**src/rtl/alu_rr_scheduler.sv**
```systemverilog
// alu_rr_scheduler
//   Shares a single registered ALU between NUM_REQ requesters. Only one
//   operation is in flight at a time. Grants rotate round-robin, starting
//   from the index after the last grant. The result comes back tagged with
//   the id of the requester that issued it.
//
// Ports
//   clk, reset_n           clock and async active-low reset (the ALU uses the same reset)
//   req_valid/req_ready    per-requester handshake; req_ready is one-hot and only asserted in IDLE
//   req_a/req_b/req_oper   packed per-requester operands and opcode
//   alu_execute            single-cycle execute strobe
//   alu_oper/alu_a/alu_b   latched operation, driven from ISSUE through WAIT
//   alu_res                ALU result, registered one cycle after execute
//   rsp_valid/rsp_ready    response handshake
//   rsp_id/rsp_result/rsp_err  response payload, held stable while in RESP
//   busy                   high in every state except IDLE
module alu_rr_scheduler #(
  parameter int NUM_REQ    = 4,
  parameter int DATA_WIDTH = 8,
  localparam int ID_W      = $clog2(NUM_REQ)
) (
  input  logic                            clk,
  input  logic                            reset_n,
  input  logic [NUM_REQ-1:0]              req_valid,
  output logic [NUM_REQ-1:0]              req_ready,
  input  logic [NUM_REQ*DATA_WIDTH-1:0]   req_a,
  input  logic [NUM_REQ*DATA_WIDTH-1:0]   req_b,
  input  logic [NUM_REQ*3-1:0]            req_oper,
  output logic                            alu_execute,
  output logic [2:0]                      alu_oper,
  output logic [DATA_WIDTH-1:0]           alu_a,
  output logic [DATA_WIDTH-1:0]           alu_b,
  input  logic [2*DATA_WIDTH-1:0]         alu_res,
  output logic                            rsp_valid,
  input  logic                            rsp_ready,
  output logic [ID_W-1:0]                 rsp_id,
  output logic [2*DATA_WIDTH-1:0]         rsp_result,
  output logic                            rsp_err,
  output logic                            busy
);

  localparam logic [1:0] IDLE  = 2'd0;
  localparam logic [1:0] ISSUE = 2'd1;
  localparam logic [1:0] WAIT  = 2'd2;
  localparam logic [1:0] RESP  = 2'd3;

  localparam logic [2:0] OP_DIV = 3'd4;

  logic [1:0]              state_q,  state_d;
  logic [ID_W-1:0]         rr_q,     rr_d;
  logic [ID_W-1:0]         id_q,     id_d;
  logic [DATA_WIDTH-1:0]   a_q,      a_d;
  logic [DATA_WIDTH-1:0]   b_q,      b_d;
  logic [2:0]              oper_q,   oper_d;
  logic [2*DATA_WIDTH-1:0] result_q, result_d;
  logic                    err_q,    err_d;

  // Per-requester views of the packed operand buses
  logic [DATA_WIDTH-1:0] a_arr    [NUM_REQ];
  logic [DATA_WIDTH-1:0] b_arr    [NUM_REQ];
  logic [2:0]            oper_arr [NUM_REQ];

  for (genvar g = 0; g < NUM_REQ; g++) begin : g_unpack
    assign a_arr[g]    = req_a[g*DATA_WIDTH +: DATA_WIDTH];
    assign b_arr[g]    = req_b[g*DATA_WIDTH +: DATA_WIDTH];
    assign oper_arr[g] = req_oper[g*3 +: 3];
  end

  logic            found;
  logic [ID_W-1:0] gnt;
  logic [ID_W-1:0] idx;

  // Round-robin search: the first valid requester at or after rr_q, wrapping around
  always_comb begin
    found = 1'b0;
    gnt   = '0;
    idx   = '0;
    for (int unsigned i = 0; i < NUM_REQ; i++) begin
      idx = ID_W'((int'(rr_q) + int'(i)) % NUM_REQ);
      if (!found && req_valid[idx]) begin
        found = 1'b1;
        gnt   = idx;
      end
    end
  end

  always_comb begin
    state_d     = state_q;
    rr_d        = rr_q;
    id_d        = id_q;
    a_d         = a_q;
    b_d         = b_q;
    oper_d      = oper_q;
    result_d    = result_q;
    err_d       = err_q;
    req_ready   = '0;
    alu_execute = 1'b0;
    alu_oper    = '0;
    alu_a       = '0;
    alu_b       = '0;
    rsp_valid   = 1'b0;
    rsp_id      = '0;
    rsp_result  = '0;
    rsp_err     = 1'b0;

    case (state_q)
      IDLE: begin
        if (found) begin
          req_ready[gnt] = 1'b1;
          id_d   = gnt;
          a_d    = a_arr[gnt];
          b_d    = b_arr[gnt];
          oper_d = oper_arr[gnt];
          rr_d   = (gnt == ID_W'(NUM_REQ - 1)) ? '0 : gnt + 1'b1;
          if (oper_arr[gnt] > OP_DIV) begin
            // Illegal opcode: the ALU is never touched, so reply at once
            result_d = '0;
            err_d    = 1'b1;
            state_d  = RESP;
          end else begin
            state_d  = ISSUE;
          end
        end
      end
      ISSUE: begin
        alu_execute = 1'b1;
        alu_oper    = oper_q;
        alu_a       = a_q;
        alu_b       = b_q;
        state_d     = WAIT;
      end
      WAIT: begin
        alu_oper = oper_q;
        alu_a    = a_q;
        alu_b    = b_q;
        result_d = alu_res;
        err_d    = (oper_q == OP_DIV) && (b_q == '0);
        state_d  = RESP;
      end
      RESP: begin
        rsp_valid  = 1'b1;
        rsp_id     = id_q;
        rsp_result = result_q;
        rsp_err    = err_q;
        if (rsp_ready) state_d = IDLE;
      end
      default: state_d = IDLE;
    endcase
  end

  assign busy = (state_q != IDLE);

  always_ff @(posedge clk or negedge reset_n) begin
    if (!reset_n) begin
      state_q  <= IDLE;
      rr_q     <= '0;
      id_q     <= '0;
      a_q      <= '0;
      b_q      <= '0;
      oper_q   <= '0;
      result_q <= '0;
      err_q    <= 1'b0;
    end else begin
      state_q  <= state_d;
      rr_q     <= rr_d;
      id_q     <= id_d;
      a_q      <= a_d;
      b_q      <= b_d;
      oper_q   <= oper_d;
      result_q <= result_d;
      err_q    <= err_d;
    end
  end

endmodule
```
**config.mk**
```make
export PLATFORM = sky130hd
export DESIGN_NAME = alu_rr_scheduler
export DESIGN_NICKNAME = d
export VERILOG_FILES = /design/src/rtl/alu_rr_scheduler.sv
export SDC_FILE = /design/constraint.sdc
export NUM_CORES = 1
export LEC_CHECK = 0
export BUFFER_PORTS_ARGS = -buffer_cell sky130_fd_sc_hd__clkbuf_2
export CAP_MARGIN = 15
export CORE_UTILIZATION = 35
export CTS_CLUSTER_DIAMETER = 30
export DETAILED_ROUTE_END_ITERATION = 10
export GPL_TIMING_DRIVEN = 1
export PLACE_DENSITY_LB_ADDON = 0.25
export SYNTH_ARGS = -nofsm -noshare
export SYNTH_HDL_FRONTEND = slang
export SYNTH_SLANG_ARGS = --single-unit
```
**constraint.sdc**
```tcl
create_clock -name clk -period 2.5 [get_ports clk]
set_clock_uncertainty 0.05 [all_clocks]
set_input_delay 0.25 -clock clk [delete_from_list [all_inputs] [get_ports clk]]
set_output_delay 0.25 -clock clk [all_outputs]
set_load 0.02 [all_outputs]
```
* Word level (Yosys, flattened, before mapping)
Index checks and enable logic that the tools add are counted.
** Word-level totals
- Register bits after elaboration :: 42
- Input bits :: 99
- Logic and storage cells :: 93
- Output and inout port bits :: 45
** Cells by class
- Add/subtract/negate cells :: 4
- Bitwise operators :: 1
- Mux-type cells :: 48
- Reductions and logical operators :: 16
- Equality and inequality tests :: 8
- Magnitude comparators :: 8
** Operators by type and width (number)
- 2-to-1 mux 16 bit :: 3
- 2-to-1 mux 8 bit :: 6
- binary-select mux 8 bit (select 2 bit) :: 2
- case mux 16 bit (2 select lines) :: 1
- 2-to-1 mux 2 bit :: 9
- < comparator 2 x 3 -> 1 bit (second input constant) :: 5
- 2-to-1 mux 1 bit :: 14
- 2-to-1 mux 3 bit :: 3
- binary-select mux 1 bit (select 2 bit) :: 4
- zero test 8 bit :: 1
- 2-to-1 mux 4 bit :: 2
- case mux 2 bit (4 select lines) :: 1
- binary-select mux 3 bit (select 2 bit) :: 1
- == test 2 bit (second input constant) :: 3
- inequality test 2 bit (second input constant) :: 3
- logical AND 1 bit :: 5
- adder 2 x 1 -> 2 bit (second input constant) :: 2
- adder 2 bit (second input constant) :: 2
- AND reduction 2 bit :: 2
- nonzero test 2 bit :: 2
- == test 3 bit (second input constant) :: 1
- greater-or-equal comparator 3 bit (second input constant) :: 1
- > comparator 3 bit (second input constant) :: 1
- zero test 1 bit :: 3
- other kinds (8) :: 8

* Depth between registers and ports, before layout
Gate-level depths: netlist of the first run.
- Depth in word-level cells :: 20
- Gate-level depth with buffers :: 11

* Worst setup path after synthesis of the first run
OpenSTA, ideal clock, no wires.
- Path kind :: flip-flop to flip-flop
- Start point :: register rr_q[1]
- End point :: register result_q[0]
- Stages on the path, launching flop included :: 11
- Data required time :: 2329 ps
- Path buffers :: 2
- Data arrival time :: 2080 ps
- Slack :: 249 ps
- Cell sequence :: dfrtp_1 -> mux2i_1 -> o2bb2ai_2 -> nor2_4 -> inv_2 -> mux2i_1 -> mux2i_1 -> a41o_1 -> buf_6 -> buf_6 -> a22o_1
** On the way
- Word-level cells in the longest chain between the ends :: 19
- Elaborated cells on any way between the ends :: 33
- Those cells by class :: 3 x add/sub; 1 x order compare; 2 x eq/ne; 19 x mux; 1 x bitwise; 7 x reduce/logical
** Ends and longest elaborated chain
- start: declaration :: RTL line 50 : logic [ID_W-1:0] rr_q, rr_d;
- start signal: assignment :: RTL line 165 : rr_q <= rr_d;
- parallel branches: the longest is 18 deep, another holds adder 2 x 1 -> 2 bit
- AND reduction 3 bit (no source line) (*)
- end signal: assignment :: RTL line 170 : result_q <= result_d;
- end: declaration :: RTL line 55 : logic [2*DATA_WIDTH-1:0] result_q, result_d;
Mark *: on every way between the ends. The select of a mux whose other input is x is not followed.
A chain may end at the register's enable or synchronous reset.

* Worst setup path in the final report of the first run
- Start point :: register rr_q[1]
- End point :: output req_ready[3]
** On the way
- Word-level cells in the longest chain between the ends :: 18
- Elaborated cells on any way between the ends :: 32
- Those cells by class :: 3 x add/sub; 2 x order compare; 20 x mux; 7 x reduce/logical
** Ends and longest elaborated chain
- parallel branches: the longest is 16 deep, another holds < comparator 2 x 3 -> 1 bit
- 2-to-1 mux 4 bit (*) :: RTL line 108 : if (found) begin
- 2-to-1 mux 4 bit (*) :: RTL line 106 : case (state_q)
- end: declaration :: RTL line 25 : output logic [NUM_REQ-1:0] req_ready,
Marks and branches as above.

==> results.md, run 1 <==
- Total power density per cell area: about 1300 mW/mm^2
- Highest fanout seen on the critical path: 34
- Number of buffers inserted by post-CTS setup repair: 0
- Yosys synthesis warning count: 0
- Max Clk Rate: 423 MHz
- Endpoint of the worst-slack reg-to-reg timing path: result_q[15]$_DFFE_PN0P_
- Synth area leaders: sky130_fd_sc_hd__dfrtp_1 39%, sky130_fd_sc_hd__and2_1 9.6%, sky130_fd_sc_hd__nand2_1 8.1%
- CTS tree: built
- Part of the cycle the worst path needs: 0.946
- Setup Slack @ Placement: ~0.05 ns
- Via count normalized by instance count: between 4 and 5
- Post-synthesis async set-or-reset flop share: 1.00
- Row cnt: 31
- 1st-pass router iterations: 4
- Commonest cells after routing, fill and taps aside: 143 x sky130_fd_sc_hd__clkbuf_2, 59 x sky130_fd_sc_hd__nand2_1, 55 x sky130_fd_sc_hd__nor2_1
- Kind of end point of the critical path: output pin
- Number of antenna violations at the first check in global routing: 0
- Global-route wire length before repair: between 10 and 15 mm
- Total half-perimeter wirelength after legalization and detailed placement: roughly 5.6 mm
- Port Buffer Count: around 140
- Worst Hold Class: input port to register
- Min Tclk post-route: 2.37 ns
- Starting utilization of the core area: 0.368
- Area growth from synthesis to final layout: 35.0%
- Horizontal die dimension: 90.3 um
- Remaining antenna violation count after routing: 0
- Number of flops mapped to enable cells by yosys: 0
- Run status: finished, final reports clean
- Final net count: approximately 600
- DIE AREA: slightly above 0.008 mm^2
- Non-filler cells, final: ~600
- Count of placed standard cells including taps: around 580
- Critical Path Source Type: register
- Number of design rule violations left after detail routing: 0
- Top-area cell type share of the netlist area: 0.385
- Ratio of cells with drive above 1 in the final layout: 0.352
- Via count of the first global-routing pass: about 2600
- Number of H-tree branching levels: 2
- Worst Setup Path Type: register to output pin
- Die height: 90.3 um
- Worst hold path endpoint: result_q[8]$_DFFE_PN0P_
- Static Leakage: roughly 2 nW
- Clock transition at the registers of the reported paths: around 0.070 ns
- Critical path launch point: rr_q[1]$_DFFE_PN0P_
- Global placement routability congestion: 0.949
- Std-Cell Core Area: ~0.0074 mm^2
- Number of setup violations in the final report: 0
- Cells after synthesis: around 350
- Net count after synthesis: approximately 460
- Pin count of the biggest net entering global routing: 43
- Number of top-level design ports: between 100 and 150
- Clock root buffer: sky130_fd_sc_hd__clkbuf_8
- Hold path startpoint: alu_res[8]
- Number of stages on the worst hold path: 2
- Most common library cell in the layout ignoring fill and taps: sky130_fd_sc_hd__clkbuf_2
- Main synth FF type: sky130_fd_sc_hd__dfrtp_1
- Number of buffers created by CTS: 5
- Worst R2R Setup Slack: ~0.15 ns
- Worst slew margin relative to its limit: 0.641
- Clk buf depth: 2
- Worst hold slack after final layout: around 0.14 ns
- Setup repair after global routing missed its margin: yes
- Endpoints failing hold: 0
- Sinks on Clock Net: between 40 and 50
- Drt first-iter violations: 94
- Critical path data arrival time: ~2.1 ns
- Syn Area/Cell: approximately 7.8 um^2
- Sequential cell area fraction in the yosys report: 0.385
- Max Cap Violations: 0
- Launch point of the worst reg-to-reg path: rr_q[0]$_DFFE_PN0P_
- Final setup margin: 0.135 ns
- Highest ir drop seen on vdd: between 400 and 500 uV
- Required time worst endpoint: approximately 2.2 ns
- Count of antenna diodes in the layout: 0
- Post-DR wirelength/cell: 12.4 um
- Global-route usage over all layers: 0.188
- Total global routing overflow: 0
- Post-synthesis cell type with the largest combined area: sky130_fd_sc_hd__dfrtp_1
- Core Util, Final: 0.497
- Overall routed net length: 7.31 mm
- Routed via count: 2776
- Max Transition Viols Final: 0
- Worst skew pair latency: roughly 0.29 ns
- Netlist area before placement: roughly 0.0027 mm^2
- Flip-flop and latch count after synthesis: 42
- Worst Tran Pin Value: about 0.54 ns
- Worst R2R Path Depth: 8
- Library cells used by synthesis: 36
==> stage by stage <==
| step | setup TNS, ns | power (mW) | cell area (um^2) |
|---|---|---|---|
| after floorplan | 0 | 3.32 | 2730 |
| after global placement | 0 | 4.10 | 3530 |
| after detailed placement | 0 | 4.15 | 3530 |
| after CTS | 0 | 4.69 | 3650 |
| after global routing | -0.0392 | 5.12 | 3680 |
| final | 0 | 4.67 | 3680 |
==> worst max-delay path by stage <==
stage | cells after the start | end | slack, ns
2_1_floorplan | 10 | result_q[0]$_DFFE_PN0P_ | 0.25
3_3_place_gp | 7 | result_q[14]$_DFFE_PN0P_ | 0.15
3_5_place_dp | 7 | result_q[15]$_DFFE_PN0P_ | 0.05
4_1_cts | 8 | req_ready[0] | 0.0004
5_1_grt | 7 | req_ready[3] | -0.03
6_report | 7 | req_ready[3] | 0.13
==> sequential cells by signal, summed over array words and instances (netlist names) <==
register  cells
b_q           8
a_q           8
err_q         1
result_q     16
rr_q          2
state_q       2
oper_q        3
id_q          2
==> worst max-delay path, cell delays in order (launching register included) <==
cell and delay, ns:
sky130_fd_sc_hd__dfrtp_2 0.46, sky130_fd_sc_hd__mux2i_2 0.18, sky130_fd_sc_hd__o2bb2ai_2 0.19, sky130_fd_sc_hd__nor2_4 0.14
sky130_fd_sc_hd__buf_4 0.31, sky130_fd_sc_hd__ha_1 0.23, sky130_fd_sc_hd__and2_1 0.12, sky130_fd_sc_hd__clkbuf_2 0.16
==> layer usage <==
metal | vias up | wire length, um | global-route usage
met4 | 0 | 60 | 0.0403
met1 | 1196 | 3430 | 0.263
met5 | - | 0 | 0
met3 | 6 | 528 | 0.0463
li1 | 1450 | - | -
met2 | 124 | 3290 | 0.296
==> synthesized netlist by cell type (2+ instances only) <==
library cell and number:
sky130_fd_sc_hd__a21oi_1 3, sky130_fd_sc_hd__mux2i_1 4, sky130_fd_sc_hd__clkbuf_1 14, sky130_fd_sc_hd__dfrtp_1 42, sky130_fd_sc_hd__ha_1 8, sky130_fd_sc_hd__o21ai_0 38
sky130_fd_sc_hd__buf_1 4, sky130_fd_sc_hd__and2_1 42, sky130_fd_sc_hd__nor2b_1 5, sky130_fd_sc_hd__buf_6 3, sky130_fd_sc_hd__a31o_2 2, sky130_fd_sc_hd__nand2_1 59
sky130_fd_sc_hd__nor2_1 55, sky130_fd_sc_hd__nand3_1 25, sky130_fd_sc_hd__a22o_1 17, sky130_fd_sc_hd__nor4_1 3, sky130_fd_sc_hd__inv_1 6
==> power breakdown <==
part	internal (mW)	switching, mW	leakage [nW]	total, mW
registers	1.03	0.202	0.512	1.24
logic	1.15	1.77	1.39	2.92
clock network	0.299	0.218	0.0524	0.516
==> cell families (layout without fill, tap and decap cells) <==
kind of cell	Yosys count	in the layout	share of synthesized area
AND/OR/NAND/NOR	193	193	0.329
AO/OA/AOI/OAI	71	71	0.174
multiplexers	5	5	0.0188
buffers and inverters	30	170	0.0555
flip-flops	42	42	0.385
adder cells (fa/ha/maj)	8	8	0.0367
==> what timing repair did <==
item	in CTS	in global routing
setup endpoints to repair	0	21
gates resized for setup	0	9
hold endpoints to repair	19	0
hold buffers	1	0
==> layout make-up <==
class / count / area (um^2)
fillers: 729 / 3730
multi-input cells: 277 / 1540
clock buffers: 7 / 76.3
clock inverters: 1 / 30.0
inverters: 8 / 42.5
flip-flops and latches: 42 / 1050
well taps: 99 / 124
repair buffers: 154 / 817
No activity file was read; power rests on OpenSTA's default activity.
==> run 2, diff against run 1 <==
--- a/config.mk
+++ b/config.mk
@@ -12,6 +12,8 @@
 export DETAILED_ROUTE_END_ITERATION = 10
 export GPL_TIMING_DRIVEN = 1
 export PLACE_DENSITY_LB_ADDON = 0.25
+export SETUP_SLACK_MARGIN = 0.5
+export SKIP_CTS_REPAIR_TIMING = 1
 export SYNTH_ARGS = -nofsm -noshare
 export SYNTH_HDL_FRONTEND = slang
 export SYNTH_SLANG_ARGS = --single-unit
==> run 2 against run 1 <==
Effect of this change: the flow now finishes with violations (hold timing); clock-buffer cell count unchanged; critical path depth increased by 2; routed wire length increased by 18%; setup slack gained 0.10 ns; sequential cell count stayed put; maximum frequency rose by 4.5%; cell count rose by 3.2%; via count up 5.8%; clock power fell by 13%; combinational power grew 27%.
==> results.md, run 2 (synthesis gave the netlist of run 1 again) <==
- Launch point of the worst reg-to-reg path: rr_q[1]$_DFFE_PN0P_
- Highest fanout seen on the critical path: 17 (-50%)
- Reg power frac: 0.231 (-0.034)
- Violations in the final reports: hold timing
- Number of buffers created by CTS: 5 (unchanged)
- Std-Cell Core Area: 0.00741 mm^2 (unchanged)
- Number of design rule violations left after detail routing: 0 (unchanged)
- Port Buffer Count: 143 (unchanged)
- Via count normalized by instance count: 4.84 (+2.5%)
- NetSw: 2.51 mW (+15%)
- Clock root buffer: sky130_fd_sc_hd__clkbuf_8
- Critical Path Source Type: register
- Worst skew pair latency: 0.29 ns (about the same)
- Max Cap Violations: 0 (unchanged)
- DIE AREA: 0.00815 mm^2 (unchanged)
- Die height: 90.3 um (unchanged)
- Pin count of the biggest net entering global routing: 43 (unchanged)
- Count of antenna diodes in the layout: 0 (unchanged)
- Top register by number of flip-flops: result_q
- Worst Hold Class: input port to asynchronous set/reset pin
- Switching power as a share of total power: 0.463 (-0.00588)
- Highest ir drop seen on vdd: 539 uV (+12%)
- Overall routed net length: 8.60 mm (+18%)
- Area growth from synthesis to final layout: 53.3%
- Number of setup violations in the final report: 0 (unchanged)
- Cell Area, Placed: 0.00354 mm^2 (+0.28%)
- Setup repair after global routing missed its margin: yes
- Final net count: 614 (+3.2%)
- Total global routing overflow: 0 (unchanged)
- Final non-filler cell area: 0.00418 mm^2 (+14%)
- Total area of multi-input combinational cells: 0.00178 mm^2 (+16%)
- Worst R2R Setup Slack: 0.24 ns (+0.09 ns)
- Ratio of cells with drive above 1 in the final layout: 0.447 (+0.0951)
- Number of H-tree branching levels: 2 (unchanged)
- Count of fill cells added during filler insertion: 708 (-2.9%)
- Non-filler cells, final: 607 (+3.2%)
- Most common library cell in the layout ignoring fill and taps: sky130_fd_sc_hd__clkbuf_2
- Critical path data arrival time: 2.40 ns (+0.33 ns)
- Global placement routability congestion: 0.851 (-10%)
- 1st-pass router iterations: 4 (unchanged)
- Static Leakage: 2.12 nW (+8.3%)
- Drt first-iter violations: 105 (+12%)
- Number of antenna violations at the first check in global routing: 0 (unchanged)
- Leading registers by flop count: result_q (16), a_q (8), b_q (8)
- Clk buf depth: 2 (unchanged)
- Total power density per cell area: 1300 mW/mm^2 (+2.2%)
- Int Power: 2.91 mW (+17%)
- Endpoints failing hold: 42 (+42)
- Number of flip-flops in the largest register: 16 (unchanged)
- Commonest cells after routing, fill and taps aside: 139 x sky130_fd_sc_hd__clkbuf_2, 57 x sky130_fd_sc_hd__nand2_1, 45 x sky130_fd_sc_hd__nor2_1
- Post-DR wirelength/cell: 14.2 um (+14%)
- Row cnt: 31 (unchanged)
- Worst Tran Pin Value: 0.534 ns (-0.00472 ns)
- Fraction of power consumed by combinational cells: 0.686 (+0.061)
- Required time worst endpoint: 2.63 ns (+0.43 ns)
- Max Clk Rate: 442 MHz (+4.5%)
- Global-route wire length before repair: 12.5 mm (+0.50%)
- Global-route usage over all layers: 0.189 (+0.000630)
- Sinks on Clock Net: 42 (unchanged)
- Count of placed standard cells including taps: 579 (unchanged)
- Worst hold slack after final layout: -0.0344 ns (-0.176 ns)
- Horizontal die dimension: 90.3 um (unchanged)
- Total half-perimeter wirelength after legalization and detailed placement: 5.74 mm (+3.3%)
- Starting utilization of the core area: 0.368 (unchanged)
- Worst R2R Path Depth: 9 (+1)
- CTS tree: built
- Worst Setup Path Type: register to register
- Endpoint of the worst-slack reg-to-reg timing path: result_q[15]$_DFFE_PN0P_
- Max Transition Viols Final: 0 (unchanged)
- Worst slew margin relative to its limit: 0.644 (+0.00315)
- Part of the total power dissipated in the clock network: 0.083 (-0.028)
- Clock transition at the registers of the reported paths: 0.08 ns (about the same)
- Routed via count: 2938 (+5.8%)
- Part of the cycle the worst path needs: 0.906 (-0.0405)
- Run status: complete, but fails checks
- Number of top-level design ports: 144 (unchanged)
- Via count of the first global-routing pass: 2734 (+3.2%)
- Total area of sequential cells: 0.00105 mm^2 (+0.12%)
- Kind of end point of the critical path: register
- Min Tclk post-route: 2.26 ns (-0.101 ns)
- Remaining antenna violation count after routing: 0 (unchanged)
-- run 2: cell count changes in the layout (fill, tap and decap cells not counted), moves of 4 or more --
cell,delta
sky130_fd_sc_hd__buf_4,+9
sky130_fd_sc_hd__buf_6,+8
sky130_fd_sc_hd__clkbuf_2,-4
sky130_fd_sc_hd__ha_1,-5
sky130_fd_sc_hd__ha_4,+5
sky130_fd_sc_hd__nor2_1,-10
sky130_fd_sc_hd__nor2_2,+7
sky130_fd_sc_hd__o21ai_0,-27
sky130_fd_sc_hd__o21ai_1,+23
sky130_fd_sc_hd__o21ai_2,+4
-- run 2: per-layer routing --
layer  GRT usage  wire length, um  share of wire  vias to the layer above
li1            -                -              -                     1488
met1       0.257             3830           0.45                     1299
met2       0.298             3980           0.46                      134
met3      0.0488              605          0.070                       17
met4      0.0484              180          0.021                        0
met5           0                0              0                        -
-- run 2: cell type report --
class                   instances  area share
clock inverters                 1     0.00120
well taps                      99      0.0296
inverters                       8      0.0108
repair buffers                172       0.260
clock buffers                   7      0.0206
multi-input cells             278       0.426
flip-flops and latches         42       0.252
-- run 2: power groups by stage --
stage               logic [mW]  clock network [mW]  registers [mW]
detailed placement        2.91                   0            1.25
global route              4.05               0.493            1.30
global placement          2.86                   0            1.24
CTS                       2.92               0.465            1.24
finish                    3.72               0.450            1.25
floorplan                 2.14                   0            1.19
-- run 2: worst max path at each step --
stage / start / end / slack, ns / cells past startpoint
after floorplan: rr_q[1]$_DFFE_PN0P_ / result_q[0]$_DFFE_PN0P_ / 0.35 / 10
after global placement: rr_q[1]$_DFFE_PN0P_ / result_q[10]$_DFFE_PN0P_ / 0.07 / 7
after detailed placement: rr_q[0]$_DFFE_PN0P_ / result_q[15]$_DFFE_PN0P_ / -0.03 / 7
after CTS: rr_q[0]$_DFFE_PN0P_ / result_q[15]$_DFFE_PN0P_ / -0.06 / 7
after global routing: rr_q[1]$_DFFE_PN0P_ / result_q[6]$_DFFE_PN0P_ / 0.16 / 8
final: rr_q[1]$_DFFE_PN0P_ / result_q[15]$_DFFE_PN0P_ / 0.24 / 9
-- run 2: critical path, cell delays in order (launching register included) --
cell                        delay [ns]
sky130_fd_sc_hd__dfrtp_2          0.47
sky130_fd_sc_hd__mux2i_4          0.22
sky130_fd_sc_hd__o2bb2ai_4        0.16
sky130_fd_sc_hd__nor2_4           0.19
sky130_fd_sc_hd__inv_4            0.09
sky130_fd_sc_hd__mux2i_4          0.20
sky130_fd_sc_hd__mux2i_4          0.27
sky130_fd_sc_hd__a31oi_2          0.14
sky130_fd_sc_hd__buf_6            0.18
sky130_fd_sc_hd__a22o_1           0.19
-- run 2: metrics by stage --
stage                     total power [mW]   util  setup TNS, ns  setup slack, ns  hold slack, ns
after floorplan                       3.33      -              0            0.354         -0.0956
after global placement                4.10  0.478              0           0.0732           0.303
after detailed placement              4.16  0.478         -0.267          -0.0310           0.302
after CTS                             4.63  0.491         -0.820          -0.0621         -0.0129
after global routing                  5.84  0.564              0            0.163          0.0106
final                                 5.42  0.564              0            0.236         -0.0344
==> run 3, diff against run 2 <==
--- a/config.mk
+++ b/config.mk
@@ -11,6 +11,7 @@
 export CTS_CLUSTER_DIAMETER = 30
 export DETAILED_ROUTE_END_ITERATION = 10
 export GPL_TIMING_DRIVEN = 1
+export HOLD_SLACK_MARGIN = 0.08
 export PLACE_DENSITY_LB_ADDON = 0.25
 export SETUP_SLACK_MARGIN = 0.5
 export SKIP_CTS_REPAIR_TIMING = 1
==> run 3 against run 2 <==
Effect of this change: the flow now finishes without violations; first-iteration DRC count increased by 8.6%; sequential power barely moved; clock-buffer cell count unchanged; routed wire length hardly changed; cell area rose by 0.24%; critical path type unchanged; largest power group unchanged; highest routed layer unchanged.
==> results.md, run 3 (synthesis gave the netlist of run 1 again) <==
- Critical Path Source Type: register
- Endpoint of the worst-slack reg-to-reg timing path: result_q[15]$_DFFE_PN0P_
- Number of antenna violations at the first check in global routing: 0 (unchanged)
- Part of the cycle the worst path needs: 0.909 (+0.00297)
- Worst Setup Path Type: register to register
- Global placement routability congestion: 0.851 (unchanged)
- Global-route wire length before repair: 12.5 mm (unchanged)
- Critical path data arrival time: 2.40 ns (about the same)
- Most common library cell in the layout ignoring fill and taps: sky130_fd_sc_hd__clkbuf_2
- Number of setup violations in the final report: 0 (unchanged)
- Remaining antenna violation count after routing: 0 (unchanged)
- Required time worst endpoint: 2.63 ns (about the same)
- Worst Tran Pin Value: 0.537 ns (+0.00309 ns)
- Ratio of cells with drive above 1 in the final layout: 0.446 (-0.000878)
- Clk buf depth: 2 (unchanged)
- Final setup margin: 0.228 ns (-0.00742 ns)
- Post-DR wirelength/cell: 14.1 um (-0.12%)
- Top register by number of flip-flops: result_q
- Max Transition Viols Final: 0 (unchanged)
- Worst hold slack after final layout: 0.138 ns (+0.173 ns)
- Leading registers by flop count: result_q (16), a_q (8), b_q (8)
- Number of top-level design ports: 144 (unchanged)
- CTS tree: built
- Clock root buffer: sky130_fd_sc_hd__clkbuf_8
- Core Util, Final: 0.566 (+0.00135)
- Global-route usage over all layers: 0.189 (unchanged)
- Worst slew margin relative to its limit: 0.642 (-0.00206)
- Max Cap Violations: 0 (unchanged)
- Kind of end point of the critical path: register
- 1st-pass router iterations: 4 (unchanged)
- Number of flip-flops in the largest register: 16 (unchanged)
- Die height: 90.3 um (unchanged)
- Pin count of the biggest net entering global routing: 43 (unchanged)
- Worst Hold Class: input port to register
- Critical path launch point: rr_q[1]$_DFFE_PN0P_
- Area growth from synthesis to final layout: 53.7%
- Row cnt: 31 (unchanged)
- Static Leakage: 2.13 nW (+0.20%)
- Endpoints failing hold: 0 (-100%)
- Drt first-iter violations: 114 (+8.6%)
- Design Power: 5.42 mW (about the same)
- Total global routing overflow: 0 (unchanged)
- Via count of the first global-routing pass: 2734 (unchanged)
- Final net count: 615 (+0.16%)
- Run status: finished, final reports clean
- Sinks on Clock Net: 42 (unchanged)
- Worst R2R Setup Slack: 0.23 ns (about the same)
- Routed via count: 2941 (+0.10%)
- Min Tclk post-route: 2.27 ns (+0.00742 ns)
- Worst skew pair latency: 0.29 ns (about the same)
- DIE AREA: 0.00815 mm^2 (unchanged)
- Setup repair after global routing missed its margin: yes
- Via count normalized by instance count: 4.84 (about the same)
- Highest ir drop seen on vdd: 537 uV (-0.25%)
- Total power density per cell area: 1290 mW/mm^2 (-0.25%)
- Launch point of the worst reg-to-reg path: rr_q[1]$_DFFE_PN0P_
- Commonest cells after routing, fill and taps aside: 139 x sky130_fd_sc_hd__clkbuf_2, 57 x sky130_fd_sc_hd__nand2_1, 45 x sky130_fd_sc_hd__nor2_1
- Number of buffers created by CTS: 5 (unchanged)
- Port Buffer Count: 143 (unchanged)
- Total half-perimeter wirelength after legalization and detailed placement: 5.74 mm (unchanged)
- Max Clk Rate: 440 MHz (-0.33%)
- Highest fanout seen on the critical path: 17 (unchanged)
- Termination of the worst setup path: result_q[15]$_DFFE_PN0P_
- Number of design rule violations left after detail routing: 0 (unchanged)
- Horizontal die dimension: 90.3 um (unchanged)
- Setup Slack @ Placement: -0.0310 ns (unchanged)
- Number of H-tree branching levels: 2 (unchanged)
- Worst R2R Path Depth: 9 (unchanged)
- Overall routed net length: 8.60 mm (about the same)
- Count of antenna diodes in the layout: 0 (unchanged)
- Clock transition at the registers of the reported paths: 0.08 ns (about the same)
- Std-Cell Core Area: 0.00741 mm^2 (unchanged)
- Starting utilization of the core area: 0.368 (unchanged)
[run 3: worst min-delay path by stage]
| stage | start | to | slack [ns] | cells past startpoint |
|---|---|---|---|---|
| finish | alu_res[7] | result_q[7]$_DFFE_PN0P_ | 0.14 | 2 |
| global route | alu_res[7] | result_q[7]$_DFFE_PN0P_ | 0.12 | 2 |
| CTS | reset_n | a_q[5]$_DFFE_PN0P_ | -0.01 | 2 |
| detailed placement | reset_n | result_q[6]$_DFFE_PN0P_ | 0.30 | 2 |
| global placement | reset_n | result_q[7]$_DFFE_PN0P_ | 0.30 | 2 |
| floorplan | reset_n | a_q[0]$_DFFE_PN0P_ | -0.1 | 0 |
[run 3: area by class of cell]
type                       count  area (um^2)
inverter                       8         45.0
timing repair buffer         173         1100
clock buffer                   7         86.3
multi-input combinational    278         1780
fill                         706         3220
sequential                    42         1050
clock inverter                 1         5.00
tap                           99          124
[run 3: power breakdown]
group	total, mW	switching (mW)	internal (mW)	leakage, nW
clock network	0.451	0.228	0.223	0.0482
registers	1.25	0.219	1.04	0.511
logic	3.72	2.06	1.66	1.57
total	5.42	2.51	2.92	2.13
[run 3: critical path, cell delays in order (launching register included)]
cell	delay (ns)
sky130_fd_sc_hd__dfrtp_2	0.47
sky130_fd_sc_hd__mux2i_4	0.22
sky130_fd_sc_hd__o2bb2ai_4	0.16
sky130_fd_sc_hd__nor2_4	0.19
sky130_fd_sc_hd__inv_4	0.09
sky130_fd_sc_hd__mux2i_4	0.20
sky130_fd_sc_hd__mux2i_4	0.28
sky130_fd_sc_hd__a31oi_2	0.14
sky130_fd_sc_hd__buf_6	0.18
sky130_fd_sc_hd__a22o_1	0.19
[run 3: routing by layer]
layer	GRT usage	share of wire	up-vias
met5	0	0	-
met4	0.0484	0.020	0
met3	0.0488	0.070	15
met2	0.298	0.46	132
met1	0.257	0.45	1301
li1	-	-	1493
[run 3: through the flow]
step / area, um^2 / instances / TNS [ns]
after floorplan: 2740 / 349 / 0
after global placement: 3540 / 579 / 0
after detailed placement: 3540 / 579 / -0.267
after CTS: 3630 / 587 / -0.820
after global routing: 4190 / 608 / 0
final: 4190 / 608 / 0
